===== config.mk =====
export PLATFORM = sky130hd
export DESIGN_NAME = de_write_combiner
export DESIGN_NICKNAME = d
export VERILOG_FILES = /design/src/rtl/de_write_combiner.sv
export SDC_FILE = /design/constraint.sdc
export NUM_CORES = 1
export LEC_CHECK = 0
export CAP_MARGIN = 30
export CORE_MARGIN = 2
export CORE_UTILIZATION = 44
export CTS_CLUSTER_DIAMETER = 100
export CTS_CLUSTER_SIZE = 8
export DETAILED_ROUTE_END_ITERATION = 10
export PLACE_DENSITY = 0.86
export SLEW_MARGIN = 20
export SYNTH_ARGS = -nofsm -noshare
export SYNTH_HDL_FRONTEND = slang
export SYNTH_SLANG_ARGS = --single-unit

===== constraint.sdc =====
create_clock -name clk -period 2.43 [get_ports clk]
set_input_delay 0.243 -clock clk [delete_from_list [all_inputs] [get_ports clk]]
set_output_delay 0.243 -clock clk [all_outputs]
set_load 0.01 [all_outputs]

===== src/rtl/de_write_combiner.sv =====
// Single-word write combiner between a drawing engine and memory: partial writes
// to one address are merged into a byte-masked buffer and written back as one burst.
module de_write_combiner #(
  parameter int unsigned TIMEOUT = 8
) (
  input  logic        clk,
  input  logic        rst_n,
  input  logic        de_req,
  output logic        de_ack,
  input  logic [17:0] de_addr,
  input  logic [3:0]  de_nbyte,
  input  logic        de_rnw,
  input  logic [31:0] de_w_data,
  output logic [31:0] de_r_data,
  input  logic        flush,
  output logic        busy,
  output logic        mem_req,
  input  logic        mem_ack,
  output logic [17:0] mem_addr,
  output logic [3:0]  mem_nbyte,
  output logic        mem_rnw,
  output logic [31:0] mem_w_data,
  input  logic [31:0] mem_r_data
);

  typedef enum logic [2:0] {
    S_IDLE   = 3'd0,
    S_HOLD   = 3'd1,
    S_WFLUSH = 3'd2,
    S_RREQ   = 3'd3,
    S_RDONE  = 3'd4
  } state_t;

  localparam logic [7:0] TMO = 8'(TIMEOUT);

  state_t      state_q;
  logic [17:0] buf_addr_q;
  logic [31:0] buf_data_q, buf_data_d;
  logic [3:0]  buf_mask_q, buf_mask_d;
  logic [7:0]  cnt_q, cnt_d;
  logic        mem_req_q, mem_rnw_q;
  logic [17:0] mem_addr_q;
  logic [3:0]  mem_nbyte_q;
  logic [31:0] mem_w_data_q, de_r_data_q;
  logic        wr_s, same_s, upd_s, flush_go_s;

  // Overlay the enabled (active-low) bytes of new_w onto old_w.
  function automatic logic [31:0] merge_bytes(input logic [31:0] old_w,
                                               input logic [31:0] new_w,
                                               input logic [3:0]  nb);
    logic [31:0] r;
    r = old_w;
    for (int i = 0; i < 4; i++) begin
      if (!nb[i]) begin
        r[8*i +: 8] = new_w[8*i +: 8];
      end
    end
    return r;
  endfunction

  always_comb begin
    wr_s   = de_req & ~de_rnw;
    same_s = (de_addr == buf_addr_q);
    de_ack = 1'b0;
    case (state_q)
      S_IDLE:  de_ack = wr_s;
      S_HOLD:  de_ack = wr_s & same_s;
      S_RDONE: de_ack = 1'b1;
      default: de_ack = 1'b0;
    endcase

    // An all-disabled write is acknowledged but leaves buffer and counter alone.
    upd_s = de_ack & wr_s & (de_nbyte != 4'hF) &
            ((state_q == S_IDLE) | (state_q == S_HOLD));

    buf_data_d = buf_data_q;
    buf_mask_d = buf_mask_q;
    if (upd_s) begin
      buf_data_d = merge_bytes(buf_data_q, de_w_data, de_nbyte);
      buf_mask_d = (state_q == S_IDLE) ? de_nbyte : (buf_mask_q & de_nbyte);
    end else begin
      buf_data_d = buf_data_q;
      buf_mask_d = buf_mask_q;
    end

    cnt_d = 8'd0;
    if (state_q == S_HOLD) begin
      if (upd_s) begin
        cnt_d = 8'd0;
      end else if (de_ack) begin
        cnt_d = cnt_q;
      end else if (cnt_q < TMO) begin
        cnt_d = cnt_q + 8'd1;
      end else begin
        cnt_d = cnt_q;
      end
    end else begin
      cnt_d = 8'd0;
    end

    // A coincident same-address write is merged before the flush is taken.
    flush_go_s = (state_q == S_HOLD) &
                 ((buf_mask_q == 4'h0) | flush | (cnt_d >= TMO) |
                  (de_req & (de_rnw | ~same_s)));
  end

  always_ff @(posedge clk) begin
    if (!rst_n) begin
      state_q      <= S_IDLE;
      buf_addr_q   <= 18'd0;
      buf_data_q   <= 32'd0;
      buf_mask_q   <= 4'hF;
      cnt_q        <= 8'd0;
      mem_req_q    <= 1'b0;
      mem_rnw_q    <= 1'b0;
      mem_addr_q   <= 18'd0;
      mem_nbyte_q  <= 4'hF;
      mem_w_data_q <= 32'd0;
      de_r_data_q  <= 32'd0;
    end else begin
      buf_data_q <= buf_data_d;
      buf_mask_q <= buf_mask_d;
      cnt_q      <= cnt_d;
      case (state_q)
        S_IDLE: begin
          if (upd_s) begin
            buf_addr_q <= de_addr;
            state_q    <= S_HOLD;
          end else if (de_req & de_rnw) begin
            mem_req_q   <= 1'b1;
            mem_rnw_q   <= 1'b1;
            mem_addr_q  <= de_addr;
            mem_nbyte_q <= 4'h0;
            state_q     <= S_RREQ;
          end
        end
        S_HOLD: begin
          if (flush_go_s) begin
            mem_req_q    <= 1'b1;
            mem_rnw_q    <= 1'b0;
            mem_addr_q   <= buf_addr_q;
            mem_w_data_q <= buf_data_d;
            mem_nbyte_q  <= buf_mask_d;
            state_q      <= S_WFLUSH;
          end
        end
        S_WFLUSH: begin
          if (mem_ack) begin
            mem_req_q  <= 1'b0;
            buf_mask_q <= 4'hF;
            state_q    <= S_IDLE;
          end
        end
        S_RREQ: begin
          if (mem_ack) begin
            de_r_data_q <= mem_r_data;
            mem_req_q   <= 1'b0;
            state_q     <= S_RDONE;
          end
        end
        S_RDONE: state_q <= S_IDLE;
        default: state_q <= S_IDLE;
      endcase
    end
  end

  assign busy       = (state_q != S_IDLE);
  assign mem_req    = mem_req_q;
  assign mem_rnw    = mem_rnw_q;
  assign mem_addr   = mem_addr_q;
  assign mem_nbyte  = mem_nbyte_q;
  assign mem_w_data = mem_w_data_q;
  assign de_r_data  = de_r_data_q;

endmodule

# Yosys cells after proc, flatten, opt, wreduce, memory -nomap -nowiden
# Cells that the tools add are included.
# Widths: inputs -> output; s select.
# op_classes
addsub	1
reduce_logical	12
n_mux	35
n_bitwise	16
magnitude_cmp	2
eq_ne	13
# op_table
op	n
$mux 8	8
$mux 18	3
$pmux 18 s2	1
$mux 32	1
$mux 4	7
$eq 18x18->1	1
$mux 3	5
$pmux 3 s4	1
$add 8x1->8 const B	1
$and 1x1->1	8
$ge 8x4->1 const B	1
$lt 8x4->1 const B	1
$ne 2x2->1 const B	4
$pmux 4 s2	1
$reduce_and 4->1	2
$eq 3x2->1 const B	2
$pmux 1 s3	2
$reduce_and 2->1	3
$reduce_bool 3->1	2
$mux 1	5
$or 1x1->1	5
$reduce_and 5->1	1
$and 4x4->4	1
$logic_not 4->1	1
10 further kinds	12
# word_totals
elab_cells	90
inputBits	92
ff_bits	153

# Depth between registers and ports, before layout
# Gate-level depths: netlist (run 1).
# logic_depth
word_depth	15
ltp_mapped	9
mapped_depth_nobuf	6

# Worst setup path after synthesis (run 1)
# OpenSTA, ideal clock, no wires.
# synth_timing
path_type	flip-flop to flip-flop
start	register buf_addr_q[3]
end	register mem_w_data_q[10], in the netlist mem_w_data[10]
path_slack_ns	0.072
setup_ns	0.121
required_ns	2.309
arrival_time_ns	2.237
stages_incl_launch_ff	8
cell_sequence	dfxtp_1 -> xor2_1 -> nor4_2 -> nand3_2 -> o311a_1 -> o31ai_4 -> buf_6 -> mux2_2
# synth_between
elab_chain_len	13
word_cells_on_any_way	18
classes_between	order compare (1); eq/ne (1); mux (5); bitwise (10); reduce/logical (1)
# synth_lines
element	line_no	rtl
start, declared	37	logic [17:0] buf_addr_q;
start signal, assigned	127	buf_addr_q <= de_addr;
$eq 18x18->1 *	63	same_s = (de_addr == buf_addr_q);
$and 1x1->1	67	S_HOLD: de_ack = wr_s & same_s;
$pmux 1 s3	65	case (state_q)
$and 1x1->1 (3 in a row)	73	upd_s = de_ack & wr_s & (de_nbyte != 4'hF) &
$mux 8	88	if (upd_s) begin
$mux 8	87	if (state_q == S_HOLD) begin
$ge 8x4->1	103	((buf_mask_q == 4'h0) | flush | (cnt_d >= TMO) |
$or 1x1->1 (2 in a row)	103	
$and 1x1->1	102	flush_go_s = (state_q == S_HOLD) &
$reduce_and 2->1 (no source line)	--	
end signal, assigned	142	mem_w_data_q <= buf_data_d;
end, declared	44	logic [31:0] mem_w_data_q, de_r_data_q;
# Every way passes the cells marked *; elsewhere a longest branch is shown, timed or not.
# A chain may end at the register's enable or synchronous reset.

# Worst setup path after layout (run 1)
# layout_timing
start	register buf_addr_q[9]
end	register mem_w_data_q[29], in the netlist mem_w_data[29]
# The elaborated chain is that of the path after synthesis.

==> impl_results.md, run 1 <==
* Logic gate share of total power at 15.0%
* Layout cells sized above 1 at 14.26%
* Period utilization at 100.6%
* Die footprint at 16030 um^2
* Core Area at 14590 um^2
* Post-synth top area cell: dfxtp_1
* Pleak at 3.863 nW
* Status: complete, but fails checks
* Global placer's final weighted congestion at 0.8557
* Number of synthesized flops with an enable pin at 0
* R2R setup slack at -0.01 ns
* Synth area leaders: dfxtp_1 (46%), nand2_1 (14%), mux2_2 (4.8%)
* Avg Synthesized Cell Area at 8.439 um^2
* Crit-path max FO at 12
* Detailed Route Iter0 Violations at 406
* Post-synthesis sequential area ratio at 46.29%
* Ys async rst share at 0%
* CP Launch Type: flip-flop
* Crit path capture type: flip-flop
* Slew HR at 52.69%
* Clock share of power at 42.4%
* Switching power total at 1.716 mW
* Vias in the first global route at 6362
* # IOs at 182
* IR drop worst, VDD at 0.0004445 V
* Global-route wire length before repair at 30930 um
* H-tree levels at 4
* Number of I/O port buffers at 181
* DRC violations left at 0
* CP startpoint: buf_addr_q[9]$_SDFFE_PN0P_
* Net Sw Frac at 27.26%
* Gr ovfl total at 0
* Slew @ Worst Pin at 0.7005 ns
* Clk root buf: clkbuf_16
* CP Class: reg -> reg
* Max-cap violations at 0
* Ys flop type: dfxtp_1
* Clock slew at reported path FFs at 0.07 ns
* Layout Cells excl Fill at 1194
* Vias at 6374
* Worst R2R Path Depth at 9
* R2R Path Start: buf_addr_q[9]$_SDFFE_PN0P_
* Mapped Area at 6616 um^2
* WL/cell at 15.84 um
* CTS Buf Count at 17
* Unrepaired setup endpoints after global routing: yes
* Pwr Total at 6.296 mW
* Beginning of the worst hold path: rst_n
* Chip width at 126.6 um
* End point of the worst hold path: mem_rnw$_SDFFE_PN0P_
* Number of antenna-violating nets in the routed design at 0
* Cell variety after synth at 52
* Fin. Hold Viols at 0
* Vias per cell at 5.338
* Hold Path Stages at 2
* Internal Power at 4.580 mW
* CTS tree: done
* Seq cells post-synth at 153
* Final setup vio count at 3
* Routed wire length at 18920 um
* Total GRT Usage at 23.82%
* Sink Count at 153
* HP Class: in -> reg
* Slew Viols, Final at 0
* Initial Util at 45.35%
* Die H at 126.6 um
* Reg power frac at 42.7%
* Post-synth top area share at 46.29%
* Largest net degree at the start of global routing at 53
* DR pass1 iterations at 5
* HPWL after DPL at 12910 um
* Row count at 44
* Hold_ws at 0.3111 ns
* Final instance area at 9599 um^2
* Power Density at 655.9 nW/um^2
* Skew-Pair Late Insertion Delay at 0.43 ns
* Clk buf depth at 2
* Mapped Cells at 784
* Failing checks: setup timing
* Synth warn at 0
* Critical path required time at 2.77 ns
* Setup ws final at -0.01431 ns
* Placed Cells at 1160
* Final nets at 1090
* Layout area overhead at 45.08%
* Max Clk Rate at 0.4091 GHz
* Minimum clock period at 2.444 ns
* Final Skew at 0.01314 ns
* DP Area at 8964 um^2
* N_diodes at 0
* Initial antenna violation count at 0
* Syn Nets at 877
* R2r endpoint: mem_w_data[29]$_SDFFE_PN0P_
* Critical Path AT at 2.79 ns
through the flow:
stage          util, %  setup TNS (ns)  setup slack, ns
2_1_floorplan        -               0          0.07204
3_3_place_gp     61.44          -19.03          -0.3620
3_5_place_dp     61.44          -22.25          -0.4218
4_1_cts          65.66         -0.1634         -0.03766
5_1_grt          65.80          -1.370         -0.07806
6_report         65.80        -0.02177         -0.01431
cell families (layout without fill, tap and decap cells):
family	count (synthesis)	after routing	share of synthesized area, %
compound gates	142	142	15.32
xor+xnor	20	20	2.648
fa+ha+maj	1	1	0.1891
buf+inv	83	309	5.049
flops	153	153	46.29
mux	58	58	9.380
simple gates	327	327	21.12
worst max-delay path by stage:
stage / to / slack [ns] / depth (start not counted)
after global routing: mem_w_data[29]$_SDFFE_PN0P_ / -0.08 / 9
final: mem_w_data[29]$_SDFFE_PN0P_ / -0.01 / 9
after CTS: mem_w_data[29]$_SDFFE_PN0P_ / -0.04 / 9
after global placement: mem_w_data[8]$_SDFFE_PN0P_ / -0.36 / 9
after floorplan: mem_w_data[10]$_SDFFE_PN0P_ / 0.07 / 7
after detailed placement: mem_w_data[23]$_SDFFE_PN0P_ / -0.42 / 10
power groups by stage:
stage               Clock, mW  Combinational [mW]  Sequential, mW
global route             2.83                1.02            2.70
finish                   2.67               0.942            2.69
CTS                      2.72               0.936            2.69
global placement            0               0.911            2.74
floorplan                   0               0.416            2.75
detailed placement          0               0.924            2.74
cell usage after synthesis, drive strengths merged (3+ instances only):
cell type	n
a211oi	18
a21oi	54
a221o	3
a311oi	18
and2	14
buf	15
clkbuf	39
dfxtp	153
inv	29
mux2	32
mux2i	26
nand2	243
nand2b	3
nand3	10
nor2	20
nor2b	10
nor3	13
nor4	4
o211ai	9
o21a	3
o21ai	8
o31a	10
o32ai	3
or3	3
xor2	20
timing repair:
action                                  in CTS  in global routing
hold buffers                                 0                  0
endpoints found under the setup margin      17                 32
pin swaps                                    2                  1
resized for setup                            7                  4
buffers inserted                             1                  0
worst max-delay path, cell delays in order (launching register included):
cell,delay [ns]
dfxtp_2,0.34
xor2_1,0.17
nor4_2,0.39
nand3_2,0.18
buf_6,0.18
o31a_1,0.33
o31ai_4,0.22
buf_12,0.19
buf_12,0.16
mux2i_1,0.22
registers in the layout, indices dropped and copies added, names as in the netlist:
| register | count |
|---|---|
| buf_data_q | 32 |
| de_r_data | 32 |
| mem_w_data | 32 |
| buf_addr_q | 18 |
| mem_addr | 18 |
| cnt_q | 8 |
| buf_mask_q | 4 |
| mem_nbyte | 4 |
| state_q | 3 |
| mem_req | 1 |
| mem_rnw | 1 |
final cells by class:
cell class                 count  area (um^2)
timing repair buffer         248         2355
clock inverter                15        178.9
fill                        1095         4990
inverter                      29        108.9
tap                          184        230.2
clock buffer                  17        425.4
multi-input combinational    548         3237
sequential                   153         3064
per-layer routing:
metal / vias up / GRT usage (%) / share of wire, %
met5: - / 0 / 0
met4: 0 / 11.64 / 3.3
met3: 47 / 6.833 / 6.5
met2: 219 / 39.89 / 50
met1: 3025 / 28.00 / 41
li1: 3083 / - / -
cell usage in the layout, fill, tap and decap left out, drive strengths merged, types with 8 or more instances in the layout:
cell type / count
nand2: 243
clkdlybuf4s50: 179
dfxtp: 153
buf: 68
a21oi: 54
inv: 36
mux2: 32
mux2i: 26
xor2: 20
nor2: 20
a211oi: 18
a311oi: 18
clkbuf: 18
and2: 14
nor3: 13
nor2b: 10
o31a: 10
nand3: 10
o211ai: 9
o21ai: 8
Note: power is estimated with default switching activity, not from simulation.
==> run 2: changes to the inputs <==
--- a/config.mk
+++ b/config.mk
@@ -6,11 +6,11 @@
 export NUM_CORES = 1
 export LEC_CHECK = 0
 export CAP_MARGIN = 30
-export CORE_MARGIN = 2
 export CORE_UTILIZATION = 44
 export CTS_CLUSTER_DIAMETER = 100
 export CTS_CLUSTER_SIZE = 8
 export DETAILED_ROUTE_END_ITERATION = 10
+export GPL_ROUTABILITY_DRIVEN = 0
 export PLACE_DENSITY = 0.86
 export SLEW_MARGIN = 20
 export SYNTH_ARGS = -nofsm -noshare
==> impl_results.md, run 2 (synthesis results as in run 1) <==
* Crit-path leading delay family: compound AO/OA/AOI/OAI gates
* Slowest CP cell: nor4_2
* IR drop worst, VDD at 0.0005354 V (+20%)
* Failing checks: setup timing
* R2R setup slack at -0.01 ns (about the same)
* Core Area at 14590 um^2 (unchanged)
* Fin. Hold Viols at 0 (unchanged)
* Skew-Pair Late Insertion Delay at 0.42 ns (about the same)
* N_diodes at 0 (unchanged)
* Crit-path max FO at 6 (-6)
* DR pass1 iterations at 5 (unchanged)
* Commonest cells after routing, fill and taps aside: nand2_1 (242), clkdlybuf4s50_1 (178), dfxtp_1 (150)
* HPWL after DPL at 12880 um (-0.22%)
* Vias at 6443 (+1.1%)
* H-tree levels at 4 (unchanged)
* Number of I/O port buffers at 181 (unchanged)
* Layout area overhead at 48.49%
* Commonest non-fill, non-tap cell in the layout: nand2_1
* Global-route wire length before repair at 31440 um (+1.7%)
* Layout cells sized above 1 at 15.27% (+1.0 points)
* Beginning of the worst hold path: rst_n
* WL/cell at 16.78 um (+5.9%)
* Period utilization at 100.6% (about the same)
* Final instance area at 9824 um^2 (+2.3%)
* HP Class: in -> reg
* Max Clk Rate at 0.4091 GHz (about the same)
* # IOs at 182 (unchanged)
* Minimum clock period at 2.444 ns (-0.0001354 ns)
* Finished Core Util at 67.34% (+1.5 points)
* Die H at 124.6 um (-1.6%)
* Max-cap violations at 0 (unchanged)
* Unrepaired setup endpoints after global routing: yes
* CTS Buf Count at 17 (unchanged)
* Routed wire length at 20120 um (+6.4%)
* Final setup vio count at 5 (+2)
* Hold_ws at 0.1514 ns (-0.1597 ns)
* CP Class: reg -> reg
* Critical Path AT at 2.75 ns (-0.04 ns)
* Sink Count at 153 (unchanged)
* Total GRT Usage at 25.17% (+1.4 points)
* Vias in the first global route at 6411 (+0.77%)
* Pleak at 3.957 nW (+2.4%)
* Die footprint at 15530 um^2 (-3.1%)
* CTS tree: done
* Vias per cell at 5.374 (+0.66%)
* Slew Viols, Final at 0 (unchanged)
* Detailed Route Iter0 Violations at 323 (-20%)
* R2R Path Start: buf_addr_q[0]$_SDFFE_PN0P_
* # hold bufs at CTS at 0 (unchanged)
* Final nets at 1096 (+0.55%)
* Pwr Total at 6.536 mW (+3.8%)
* Clk root buf: clkbuf_16
* CP Launch Type: flip-flop
* CP startpoint: buf_addr_q[0]$_SDFFE_PN0P_
* DRC violations left at 0 (unchanged)
* Chip width at 124.6 um (-1.6%)
* Critical path required time at 2.74 ns (-0.03 ns)
* Slew HR at 52.52% (-0.17 points)
* Row count at 44 (unchanged)
* Power Density at 665.3 nW/um^2 (+1.4%)
* Initial Util at 45.35% (unchanged)
* Final Skew at 0.006900 ns (-0.006236 ns)
* Status: complete, but fails checks
* DP Area at 8961 um^2 (about the same)
* Crit-path cells: xor2_1 > nor4_2 > nand3_2 > buf_6 > o311a_4 > o31ai_4 > buf_6 > buf_12 > mux2_2
* Crit-path max cell delay at 0.35 ns (-0.04 ns)
* Pre-CTS setup slack at -0.3581 ns (+0.06371 ns)
* Slew @ Worst Pin at 0.7045 ns (+0.004013 ns)
* Setup ws final at -0.01417 ns (+0.0001354 ns)
* Clk buf depth at 2 (unchanged)
* CP most frequent cell: buf_6
* Crit path capture type: flip-flop
* Clock slew at reported path FFs at 0.06 ns (about the same)
* Buf/Inv on CP at 3 (unchanged)
* Largest net degree at the start of global routing at 57 (+7.5%)
* Gr ovfl total at 0 (unchanged)
* Initial antenna violation count at 0 (unchanged)
* Number of antenna-violating nets in the routed design at 0 (unchanged)
==> run 2: layout make-up <==
class / instances / area, um^2
Fill cell: 1095 / 4765
Inverter: 29 / 108.9
Tap cell: 184 / 230.2
Sequential cell: 153 / 3067
Multi-Input combinational cell: 548 / 3303
Timing Repair Buffer: 254 / 2481
Clock buffer: 18 / 439.2
Clock inverter: 13 / 195.2
==> run 2: report_power, final <==
group / switching (mW) / total (mW) / internal (mW)
combinational: 0.467 / 0.984 / 0.517
clock: 1.11 / 2.86 / 1.75
sequential: 0.0766 / 2.69 / 2.62
total: 1.65 / 6.54 / 4.89
==> run 2: through the flow <==
stage | std cells | setup TNS (ns)
after detailed placement | 1158 | -19.60
final | 1199 | -0.03527
after global placement | 1158 | -17.15
after global routing | 1199 | -0.9213
after CTS | 1194 | -0.03900
after floorplan | 784 | 0
==> run 2: final timing paths <==
path                            endpoint  depth (start not counted)
max          mem_w_data[15]$_SDFFE_PN0P_                          9
min            mem_nbyte[1]$_SDFFE_PN1P_                          2
max reg2reg  mem_w_data[15]$_SDFFE_PN0P_                          9
min reg2reg   de_r_data[11]$_SDFFE_PN0P_                          2
==> run 2: repair_timing <==
item	in CTS	in global routing
setup buffers	3	2
resized for setup	14	18
cloned	2	3
setup endpoints to repair	1	50
pin swaps	5	9
==> run 2: metal layers <==
layer	track usage [%]	vias up	part of all wire [%]
met1	28.34	3030	40
met3	6.057	67	5.5
li1	-	3094	-
met4	12.62	0	3.8
met2	44.10	252	50
met5	0	-	0
==> run 3: changes to the inputs <==
--- a/config.mk
+++ b/config.mk
@@ -6,12 +6,13 @@
 export NUM_CORES = 1
 export LEC_CHECK = 0
 export CAP_MARGIN = 30
-export CORE_UTILIZATION = 44
+export CORE_UTILIZATION = 45
+export CTS_BUF_LIST = sky130_fd_sc_hd__clkbuf_4 sky130_fd_sc_hd__clkbuf_8
 export CTS_CLUSTER_DIAMETER = 100
 export CTS_CLUSTER_SIZE = 8
 export DETAILED_ROUTE_END_ITERATION = 10
 export GPL_ROUTABILITY_DRIVEN = 0
-export PLACE_DENSITY = 0.86
+export PLACE_DENSITY = 0.88
 export SLEW_MARGIN = 20
 export SYNTH_ARGS = -nofsm -noshare
 export SYNTH_HDL_FRONTEND = slang
==> impl_results.md, run 3 (synthesis results as in run 1) <==
* Status: complete, but fails checks
* Failing checks: setup timing
* Clock slew at reported path FFs at 0.08 ns (+0.02 ns)
* Final nets at 1089 (-0.64%)
* CP Launch Type: flip-flop
* Hold_ws at 0.3221 ns (+0.1707 ns)
* Final Skew at 0.01033 ns (+0.003434 ns)
* Critical Path AT at 2.20 ns (-0.55 ns)
* Critical path required time at 2.19 ns (-0.55 ns)
* Slew HR at 44.70% (-7.8 points)
* CTS Buf Count at 17 (unchanged)
* Crit path capture type: primary output
* Number of antenna-violating nets in the routed design at 0 (unchanged)
* Commonest cells after routing, fill and taps aside: nand2_1 (243), clkdlybuf4s50_1 (179), dfxtp_1 (150)
* Pwr Total at 5.461 mW (-16%)
* Setup ws final at -0.01410 ns (+0.00006840 ns)
* Chip width at 123.3 um (-1.1%)
* Detailed Route Iter0 Violations at 466 (+44%)
* WL/cell at 15.83 um (-5.7%)
* Finished Core Util at 67.02% (-0.33 points)
* Layout area overhead at 42.78%
* Fillers at 1090 (-0.46%)
* Sink Count at 153 (unchanged)
* Gr ovfl total at 0 (unchanged)
* Die H at 123.3 um (-1.1%)
* Crit-path max FO at 3 (-3)
* N_diodes at 0 (unchanged)
* Pleak at 3.783 nW (-4.4%)
* Routed wire length at 18800 um (-6.6%)
* Crit-path max cell delay at 0.34 ns (about the same)
* CP Class: reg -> out
* Slew @ Worst Pin at 0.8282 ns (+0.1238 ns)
* Minimum clock period at 2.444 ns (-0.00006840 ns)
* Period utilization at 100.6% (about the same)
* Slew Viols, Final at 0 (unchanged)
* Register Area at 3067 um^2 (unchanged)
* Initial Util at 46.94% (+1.6 points)
* Commonest non-fill, non-tap cell in the layout: nand2_1
* Clk buf depth at 2 (unchanged)
* Slowest CP cell: dfxtp_1
* # hold bufs at CTS at 0 (unchanged)
* Largest net degree at the start of global routing at 95 (+67%)
* DRC violations left at 0 (unchanged)
* H-tree levels at 4 (unchanged)
* IR drop worst, VDD at 0.0002981 V (-44%)
* Core Area at 14100 um^2 (-3.4%)
* CTS tree: done
* HP Class: in -> reg
* Row count at 43 (-2.3%)
* Vias in the first global route at 6373 (-0.59%)
* # IOs at 182 (unchanged)
* Final setup vio count at 1 (-4)
* DR pass1 iterations at 5 (unchanged)
* Global-route wire length before repair at 29860 um (-5.0%)
* Crit-path cells: xor2_1 > nor4_2 > buf_4 > and2_1 > nand2b_1 > o21a_1 > nor3_2 > clkdlybuf4s15_2
* Max Clk Rate at 0.4091 GHz (about the same)
* Crit-path leading delay family: simple AND/OR/NAND/NOR gates
* Vias per cell at 5.392 (+0.35%)
* DP Area at 8976 um^2 (+0.17%)
* Power Density at 578.1 nW/um^2 (-13%)
* Die footprint at 15190 um^2 (-2.2%)
* Fin. Hold Viols at 0 (unchanged)
* Total GRT Usage at 25.41% (+0.24 points)
* Layout cells sized above 1 at 14.48% (-0.79 points)
* Clk root buf: clkbuf_8
* Area of the multi-input gates at 3282 um^2 (-0.64%)
* HPWL after DPL at 13000 um (+0.89%)
* Max-cap violations at 0 (unchanged)
* Number of I/O port buffers at 181 (unchanged)
* Initial antenna violation count at 0 (unchanged)
* Skew-Pair Late Insertion Delay at 0.46 ns (+0.04 ns)
* Unrepaired setup endpoints after global routing: yes
* Buf/Inv on CP at 2 (-1)
* Final instance area at 9447 um^2 (-3.8%)
* Vias at 6406 (-0.57%)
[run 3: cell count changes in the layout (fill, tap and decap cells not counted), moves of 3 or more]
cell,previous run,this run
clkbuf_16,18,0
bufinv_16,4,1
clkbuf_4,0,3
clkbuf_8,1,18
buf_6,11,6
[run 3: layer usage]
metal / track usage (%) / up-vias / part of all wire, %
met5: 0 / - / 0
met1: 29.45 / 3072 / 40
li1: - / 3077 / -
met2: 42.95 / 217 / 50
met4: 12.12 / 0 / 2.9
met3: 7.334 / 40 / 6.5
[run 3: final timing paths]
check                              startpoint                          to  slack (ns)  cells after the start
setup / recovery  buf_addr_q[13]$_SDFFE_PN0P_                      de_ack       -0.01                      8
hold / removal                          rst_n     state_q[0]$_SDFFE_PN0P_        0.32                      4
setup reg to reg  buf_addr_q[12]$_SDFFE_PN0P_  mem_w_data[5]$_SDFFE_PN0P_        0.01                      9
hold reg to reg    de_r_data[17]$_SDFFE_PN0P_  de_r_data[17]$_SDFFE_PN0P_        0.46                      2
[run 3: cell type report]
cell class	count	share of cell area [%]
Inverter	29	1.152
Clock buffer	21	2.861
Multi-Input combinational cell	548	34.74
Clock inverter	10	1.033
Sequential cell	153	32.46
Timing Repair Buffer	247	25.36
Tap cell	180	2.384
[run 3: per-stage QoR]
step / cells / setup TNS, ns / setup WS [ns]
2_1_floorplan: 784 / 0 / 0.07204
3_3_place_gp: 1155 / -16.61 / -0.3396
3_5_place_dp: 1155 / -18.52 / -0.3659
4_1_cts: 1186 / -0.03326 / -0.03326
5_1_grt: 1188 / -1.619 / -0.1103
6_report: 1188 / -0.01410 / -0.01410
[run 3: report_power, final]
group / internal (mW) / total (mW) / switching [mW]
Combinational: 0.500 / 0.960 / 0.460
Sequential: 2.62 / 2.68 / 0.0691
Clock: 0.866 / 1.82 / 0.951
Total: 3.98 / 5.46 / 1.48
[run 3: worst reg2reg max path: cells and delay by family, from the launching register on]
kind | cells | cell delay [ns]
AO/OA/AOI/OAI | 2 | 0.65
flip-flops | 1 | 0.33
XOR/XNOR | 1 | 0.16
buffers and inverters | 3 | 0.51
AND/OR/NAND/NOR | 2 | 0.48
multiplexers | 1 | 0.23
[run 3: repair_timing]
action,in CTS,in global routing
pin swaps,3,0
buffers inserted,1,1
setup endpoints to repair,4,46
gates cloned,0,1
gates resized for setup,12,11
